[config.mk]
export PLATFORM = sky130hd
export DESIGN_NAME = muldiv_iter_core
export DESIGN_NICKNAME = d
export VERILOG_FILES = /design/src/rtl/muldiv_pkg.sv /design/src/rtl/muldiv_div_core.sv /design/src/rtl/muldiv_iter_core.sv
export SDC_FILE = /design/constraint.sdc
export NUM_CORES = 2
export LEC_CHECK = 0
export CORE_ASPECT_RATIO = 1.4
export CORE_MARGIN = 2
export CORE_UTILIZATION = 40
export DETAILED_ROUTE_END_ITERATION = 7
export PLACE_DENSITY = 0.68
export SYNTH_ARGS = -nofsm -noshare
export SYNTH_HDL_FRONTEND = slang
export SYNTH_SLANG_ARGS = --single-unit
export TNS_END_PERCENT = 50
[constraint.sdc]
create_clock -name clk -period 9.1 [get_ports clk]
set_input_delay 0.91 -clock clk [delete_from_list [all_inputs] [get_ports clk]]
set_output_delay 0.91 -clock clk [all_outputs]
set_load 0.02 [all_outputs]
[src/rtl/muldiv_pkg.sv]
// Shared encodings and constants for the iterative multiply/divide engine.
package muldiv_pkg;

  localparam logic [1:0] OP_NONE = 2'b00;
  localparam logic [1:0] OP_MUL  = 2'b01;
  localparam logic [1:0] OP_DIV  = 2'b10;

  localparam int DIV_ITERS = 32;
  localparam int DIV_LAT   = 33;

  typedef enum logic [2:0] {
    ST_IDLE = 3'd0,
    ST_MUL  = 3'd1,
    ST_DIV  = 3'd2,
    ST_FIX  = 3'd3,
    ST_DONE = 3'd4
  } state_t;

endpackage

[src/rtl/muldiv_div_core.sv]
// Radix-2 restoring divider on unsigned magnitudes, one quotient bit per clock.
module muldiv_div_core #(
  parameter int WIDTH = 32
) (
  input  logic             clk,
  input  logic             reset,
  input  logic             start,
  input  logic [WIDTH-1:0] dividend,
  input  logic [WIDTH-1:0] divisor,
  output logic             done,
  output logic [WIDTH-1:0] quotient,
  output logic [WIDTH-1:0] remainder
);

  localparam int CW = $clog2(WIDTH + 1);
  localparam logic [CW-1:0] ITERS = CW'(WIDTH);

  logic [CW-1:0]    cnt_r;
  logic [WIDTH-1:0] rem_r;
  logic [WIDTH-1:0] quo_r;
  logic [WIDTH-1:0] div_r;
  logic [WIDTH:0]   shifted_s;
  logic [WIDTH:0]   trial_s;

  // Trial subtraction; bit WIDTH of the difference is the borrow.
  always_comb begin
    shifted_s = {rem_r, quo_r[WIDTH-1]};
    trial_s   = shifted_s - {1'b0, div_r};
  end

  // Iteration registers: load on start, then one shift/subtract step per cycle.
  always_ff @(posedge clk) begin
    if (!reset) begin
      cnt_r <= {CW{1'b0}};
      rem_r <= {WIDTH{1'b0}};
      quo_r <= {WIDTH{1'b0}};
      div_r <= {WIDTH{1'b0}};
    end else if (start) begin
      cnt_r <= ITERS;
      rem_r <= {WIDTH{1'b0}};
      quo_r <= dividend;
      div_r <= divisor;
    end else if (cnt_r != {CW{1'b0}}) begin
      cnt_r <= cnt_r - {{(CW-1){1'b0}}, 1'b1};
      if (!trial_s[WIDTH]) begin
        rem_r <= trial_s[WIDTH-1:0];
        quo_r <= {quo_r[WIDTH-2:0], 1'b1};
      end else begin
        rem_r <= shifted_s[WIDTH-1:0];
        quo_r <= {quo_r[WIDTH-2:0], 1'b0};
      end
    end
  end

  // High during the cycle whose edge performs the final iteration.
  assign done      = (cnt_r == {{(CW-1){1'b0}}, 1'b1});
  assign quotient  = quo_r;
  assign remainder = rem_r;

endmodule

[src/rtl/muldiv_iter_core.sv]
// Multi-cycle multiply/divide engine with valid/ready on both sides.
// Optional macro MULDIV_FLUSH_EN adds an in_flush cancel input.
module muldiv_iter_core
  import muldiv_pkg::*;
#(
  parameter int MUL_LAT = 5,
  parameter int WIDTH   = 32
) (
  input  logic             clk,
  input  logic             reset,
  input  logic [WIDTH-1:0] in_src0,
  input  logic [WIDTH-1:0] in_src1,
  input  logic [1:0]       in_op,
  input  logic             in_sign,
  input  logic             in_valid,
  output logic             in_ready,
`ifdef MULDIV_FLUSH_EN
  input  logic             in_flush,
`endif
  input  logic             out_ready,
  output logic             out_valid,
  output logic [WIDTH-1:0] out_res0,
  output logic [WIDTH-1:0] out_res1
);

  state_t             state_r, state_next_s;
  logic [3:0]         mul_cnt_r;
  logic [2*WIDTH-1:0] prod_r, prod_s, ext0_s, ext1_s;
  logic [WIDTH-1:0]   src0_raw_r;
  logic               sign0_r, sign1_r, div_zero_r;
  logic [WIDTH-1:0]   res0_r, res1_r, res0_next_s, res1_next_s;
  logic               out_valid_r;
  logic               flush_s, accept_s, div_start_s, div_done_s;
  logic [WIDTH-1:0]   abs0_s, abs1_s, div_quo_s, div_rem_s;

`ifdef MULDIV_FLUSH_EN
  assign flush_s = in_flush;
`else
  assign flush_s = 1'b0;
`endif

  assign in_ready    = (state_r == ST_IDLE);
  assign accept_s    = in_valid && in_ready && !flush_s &&
                       ((in_op == OP_MUL) || (in_op == OP_DIV));
  assign div_start_s = accept_s && (in_op == OP_DIV);

  // Operand extension, full-width product and divide magnitudes.
  always_comb begin
    ext0_s = {{WIDTH{in_sign & in_src0[WIDTH-1]}}, in_src0};
    ext1_s = {{WIDTH{in_sign & in_src1[WIDTH-1]}}, in_src1};
    prod_s = ext0_s * ext1_s;
    abs0_s = (in_sign && in_src0[WIDTH-1]) ? ({WIDTH{1'b0}} - in_src0) : in_src0;
    abs1_s = (in_sign && in_src1[WIDTH-1]) ? ({WIDTH{1'b0}} - in_src1) : in_src1;
  end

  muldiv_div_core #(.WIDTH(WIDTH)) u_div (
    .clk       (clk),
    .reset     (reset),
    .start     (div_start_s),
    .dividend  (abs0_s),
    .divisor   (abs1_s),
    .done      (div_done_s),
    .quotient  (div_quo_s),
    .remainder (div_rem_s)
  );

  // Next-state logic; a flush overrides everything, including an accept.
  always_comb begin
    state_next_s = state_r;
    if (flush_s) begin
      state_next_s = ST_IDLE;
    end else begin
      case (state_r)
        ST_IDLE: begin
          if (accept_s) state_next_s = (in_op == OP_MUL) ? ST_MUL : ST_DIV;
          else          state_next_s = ST_IDLE;
        end
        ST_MUL:  state_next_s = (mul_cnt_r == 4'd0) ? ST_DONE : ST_MUL;
        ST_DIV:  state_next_s = div_done_s ? ST_FIX : ST_DIV;
        ST_FIX:  state_next_s = ST_DONE;
        ST_DONE: state_next_s = out_ready ? ST_IDLE : ST_DONE;
        default: state_next_s = ST_IDLE;
      endcase
    end
  end

  // Result capture on entry to DONE; divide-by-zero bypasses the sign fixup.
  always_comb begin
    res0_next_s = res0_r;
    res1_next_s = res1_r;
    if ((state_next_s == ST_DONE) && (state_r == ST_MUL)) begin
      res0_next_s = prod_r[WIDTH-1:0];
      res1_next_s = prod_r[2*WIDTH-1:WIDTH];
    end else if ((state_next_s == ST_DONE) && (state_r == ST_FIX)) begin
      if (div_zero_r) begin
        res0_next_s = {WIDTH{1'b1}};
        res1_next_s = src0_raw_r;
      end else begin
        res0_next_s = (sign0_r ^ sign1_r) ? ({WIDTH{1'b0}} - div_quo_s) : div_quo_s;
        res1_next_s = sign0_r ? ({WIDTH{1'b0}} - div_rem_s) : div_rem_s;
      end
    end else begin
      res0_next_s = res0_r;
      res1_next_s = res1_r;
    end
  end

  // State register.
  always_ff @(posedge clk) begin
    if (!reset) state_r <= ST_IDLE;
    else        state_r <= state_next_s;
  end

  // Operand capture, multiply latency counter and registered outputs.
  always_ff @(posedge clk) begin
    if (!reset) begin
      prod_r      <= {(2*WIDTH){1'b0}};
      mul_cnt_r   <= 4'd0;
      src0_raw_r  <= {WIDTH{1'b0}};
      sign0_r     <= 1'b0;
      sign1_r     <= 1'b0;
      div_zero_r  <= 1'b0;
      res0_r      <= {WIDTH{1'b0}};
      res1_r      <= {WIDTH{1'b0}};
      out_valid_r <= 1'b0;
    end else begin
      if (accept_s) begin
        prod_r     <= prod_s;
        mul_cnt_r  <= 4'(MUL_LAT - 1);
        src0_raw_r <= in_src0;
        sign0_r    <= in_sign & in_src0[WIDTH-1];
        sign1_r    <= in_sign & in_src1[WIDTH-1];
        div_zero_r <= (in_src1 == {WIDTH{1'b0}});
      end else if ((state_r == ST_MUL) && (mul_cnt_r != 4'd0)) begin
        mul_cnt_r <= mul_cnt_r - 4'd1;
      end
      res0_r      <= res0_next_s;
      res1_r      <= res1_next_s;
      out_valid_r <= (state_next_s == ST_DONE);
    end
  end

  assign out_valid = out_valid_r;
  assign out_res0  = res0_r;
  assign out_res1  = res1_r;

endmodule

==> impl_metrics.env <==
export IMPL_first_iter_violations=2952
export IMPL_post_cts_setup_buffers=0
export IMPL_relSlewSlack=0.319
export IMPL_grt_start_max_net_pins=90
export IMPL_yosys_mux_area_fraction=0.0105
export IMPL_routed_via_count=43100
export IMPL_postSynth_topFlopCell="sky130_fd_sc_hd__dfxtp_1"
export IMPL_synth_edf_count=0
export IMPL_final_hold_violation_count=0
export IMPL_crit_top_cell="sky130_fd_sc_hd__fa_1"
export IMPL_layout_overhead_on_the_synthesized_area_pct=12.5
export IMPL_layout_filler_cells=12600
export IMPL_globalplace_congestion=0.993
export IMPL_num_rows=157
export IMPL_worstPathArrival_ns=9.27
export IMPL_drcViolationCount=0
export IMPL_global_routing_usage_summed_across_all_routing_layers=0.259
export IMPL_finish_net_count=7742
export IMPL_finalCriticalPeriod_ns=8.83
export IMPL_detail_route_vias_per_cell=5.35
export IMPL_finalCritPeriodShare=0.970
export IMPL_postRouteWirelength_um=172000
export IMPL_routedWlPerCell_um=21.4
export IMPL_core_area_um2=131000
export IMPL_grt_busiest_layer="met2"
export IMPL_synthSimpleGateAreaFrac=0.157
export IMPL_synth_sequential_area_ratio=0.103
export IMPL_synth_nets=7564
export IMPL_grt_met1_usage=0.300
export IMPL_worst_r2r_path_depth=13
export IMPL_ffs_latches_synth=273
export IMPL_xor_xnor_share_of_the_synthesized_area=0.0366
export IMPL_slew_viol_final=0
export IMPL_min_path_type="register to register"
export IMPL_floorplan_initialDensity=0.404
export IMPL_post_synth_top_area_fraction=0.426
export IMPL_ctsRootBufferMaster="sky130_fd_sc_hd__clkbuf_16"
export IMPL_outcome="complete, no violations"
export IMPL_critical_path_max_stage_delay_ns=0.63
export IMPL_clkSinkCount=273
export IMPL_hpwlAfterDp_um=140000
export IMPL_drive_gt1_frac=0.0870
export IMPL_met3_track_usage_gr=0.0424
export IMPL_cts_buffer_depth=3
export IMPL_yosys_area_share_adder=0.486
export IMPL_path_max_fanout=18
export IMPL_die_height_um=434
export IMPL_cts_htree_levels=1
export IMPL_cts_buffers=24
export IMPL_grt_antenna_before_repair=7
export IMPL_synthesis_instances=6113
export IMPL_crit_path_top_delay_cell="sky130_fd_sc_hd__a211oi_1"
export IMPL_clock_skew_ns=0.0202
export IMPL_yosys_warnings=0
export IMPL_dominant_combinational_cell_family_by_area_after_synthesis="adder cells"
export IMPL_first_global_vias=46600
export IMPL_tightestPinTransition_ns=0.996
export IMPL_synth_compound_area_share=0.0936
export IMPL_ys_top_cells_by_area="sky130_fd_sc_hd__fa_1, sky130_fd_sc_hd__dfxtp_1, sky130_fd_sc_hd__inv_1"
export IMPL_preCtsSetupSlack_ns=-0.623
export IMPL_drtAntennaViolNets=0
export IMPL_worstSetupStartpointType="primary input"
export IMPL_design_portCount=137
export IMPL_critPathCaptureType="register"
export IMPL_maxClockFrequency_ghz=0.113
export IMPL_post_synth_cell_area_avg_um2=8.65
export IMPL_clk_insertion_delay_late_ns=0.60
export IMPL_port_buffers=136
export IMPL_final_critical_path_setup_slack_ns=0.272
export IMPL_grt_overflow_total=0
export IMPL_cap_viol_max_count=0
export IMPL_worst_endpoint_required_ns=9.54
export IMPL_holdPathStages=2
export IMPL_critPathKind="primary input to register"
export IMPL_horizontal_extent_of_the_die_um=311
export IMPL_gr_usage_met2=0.452
export IMPL_final_setup_viol_count=0
export IMPL_grt_pass1_wl_um=268000
export IMPL_clock_slew_at_reported_path_ffs_ns=0.07
export IMPL_clock_tree_from_tritoncts="yes"
export IMPL_floorplan_die_area_um2=135000
export IMPL_hold_ws_ns=0.453
export IMPL_netlist_area_um2=52900
export IMPL_yosysTopAreaCell="sky130_fd_sc_hd__fa_1"
export IMPL_drt_first_pass_iters=6
export IMPL_unrepaired_setup_endpoints_after_global_routing="false"
export IMPL_synth_distinct_cells=76
export IMPL_hold_buffers=0
export IMPL_synth_async_reset_ratio=0
[cell type report]
type / instances / area [um2] / share of cell area
multi-input cells: 4259 / 41500 / 0.698
repair buffers: 561 / 5090 / 0.0856
flip-flops and latches: 273 / 5470 / 0.0919
diodes: 4 / 10.0 / 0.000168
well taps: 1749 / 2190 / 0.0368
clock buffers: 28 / 646 / 0.0108
inverters: 1172 / 4400 / 0.0740
clock inverters: 15 / 164 / 0.00275
[per-layer routing]
layer  routed length, um  vias to the layer above
met2               84400                     1791
met5                  31                        -
met3               13300                      531
met4               11500                        6
li1                    -                    19000
met1               63000                    21800
[registers in the layout, summed over array words and instances (netlist names), 3 cells and up]
name and cells:
u_div.remainder 32, u_div.div_r 32, prod_r 64, mul_cnt_r 4
out_res0 32, out_res1 32, u_div.cnt_r 6, src0_raw_r 32
u_div.quotient 32, state_r 3
[cell usage in the layout, fill, tap and decap left out, types with 53 or more instances in the layout]
cell type                         netlist  layout
sky130_fd_sc_hd__xnor2_1              152     152
sky130_fd_sc_hd__nand2_1             1052    1050
sky130_fd_sc_hd__dfxtp_1              273     271
sky130_fd_sc_hd__o21ai_0              144     144
sky130_fd_sc_hd__buf_12                 0      53
sky130_fd_sc_hd__xor2_1                69      68
sky130_fd_sc_hd__a21oi_1              276     276
sky130_fd_sc_hd__clkdlybuf4s50_1        0     108
sky130_fd_sc_hd__nor2_1               203     202
sky130_fd_sc_hd__fa_1                1126    1126
sky130_fd_sc_hd__ha_1                 254     254
sky130_fd_sc_hd__and2_1               356     357
sky130_fd_sc_hd__buf_4                  0     371
sky130_fd_sc_hd__inv_1               1172    1171
[kinds of logic after synthesis]
logic type,after synthesis
and+or+nand+nor,1831
buffers and inverters,1581
adders and majority gates,1380
AOI/OAI and AO/OA,774
DFF,273
xor gates and xnor gates,221
muxes,53
[critical path: cells and delay by family]
kind / cells / cell delay [ns]
AO/OA/AOI/OAI: 5 / 1.30
AND/OR/NAND/NOR: 5 / 0.85
buffers and inverters: 11 / 1.86
adder cells (fa/ha/maj): 9 / 4.27
[synthesized netlist by cell type (all sizes together), types with 7 or more instances]
master / number
or4: 17
o21a: 13
nor2: 203
and2: 357
o21bai: 17
nor4: 17
a2111oi: 7
or3: 17
nor3: 38
nand3: 34
o221ai: 52
o21ai: 150
a21o: 43
ha: 254
dfxtp: 273
o31ai: 39
xnor2: 152
xor2: 69
inv: 1172
nand2: 1052
nor2b: 14
fa: 1126
mux2: 20
o41ai: 18
a31oi: 19
and3: 31
nand2b: 17
clkbuf: 348
o211ai: 15
a21oi: 277
nand4: 15
buf: 60
mux2i: 33
a211oi: 51
a311oi: 32
[what timing repair did]
| item | 4_1_cts | 5_1_grt |
|---|---|---|
| gates resized for setup | 1 | 7 |
| gates cloned | 0 | 0 |
| setup endpoints to repair | 1 | 11 |
[final timing paths]
path	from	to	slack [ns]
setup / recovery	in_src0[16]	prod_r[61]$_SDFFE_PN0P_	0.27
hold reg to reg	prod_r[36]$_SDFFE_PN0P_	prod_r[36]$_SDFFE_PN0P_	0.45
hold / removal	prod_r[36]$_SDFFE_PN0P_	prod_r[36]$_SDFFE_PN0P_	0.45
setup reg to reg	u_div.quotient[31]$_SDFFE_PN0P_	u_div.remainder[3]$_SDFFE_PP0P_	5.20
[stage by stage]
| step | std cells | setup TNS [ns] | area, um2 | util |
|---|---|---|---|---|
| 2_1_floorplan | 6113 | 0 | 52900 | - |
| 3_3_place_gp | 8014 | -4.64 | 58700 | 0.448 |
| 3_5_place_dp | 8014 | -4.86 | 58700 | 0.448 |
| 4_1_cts | 8057 | 0 | 59500 | 0.454 |
| 5_1_grt | 8058 | 0 | 59500 | 0.454 |
| 6_report | 8061 | 0 | 59500 | 0.454 |
Power is not shown: default switching activity piles up to over one toggle a cycle in this logic, so the estimate is an artifact.
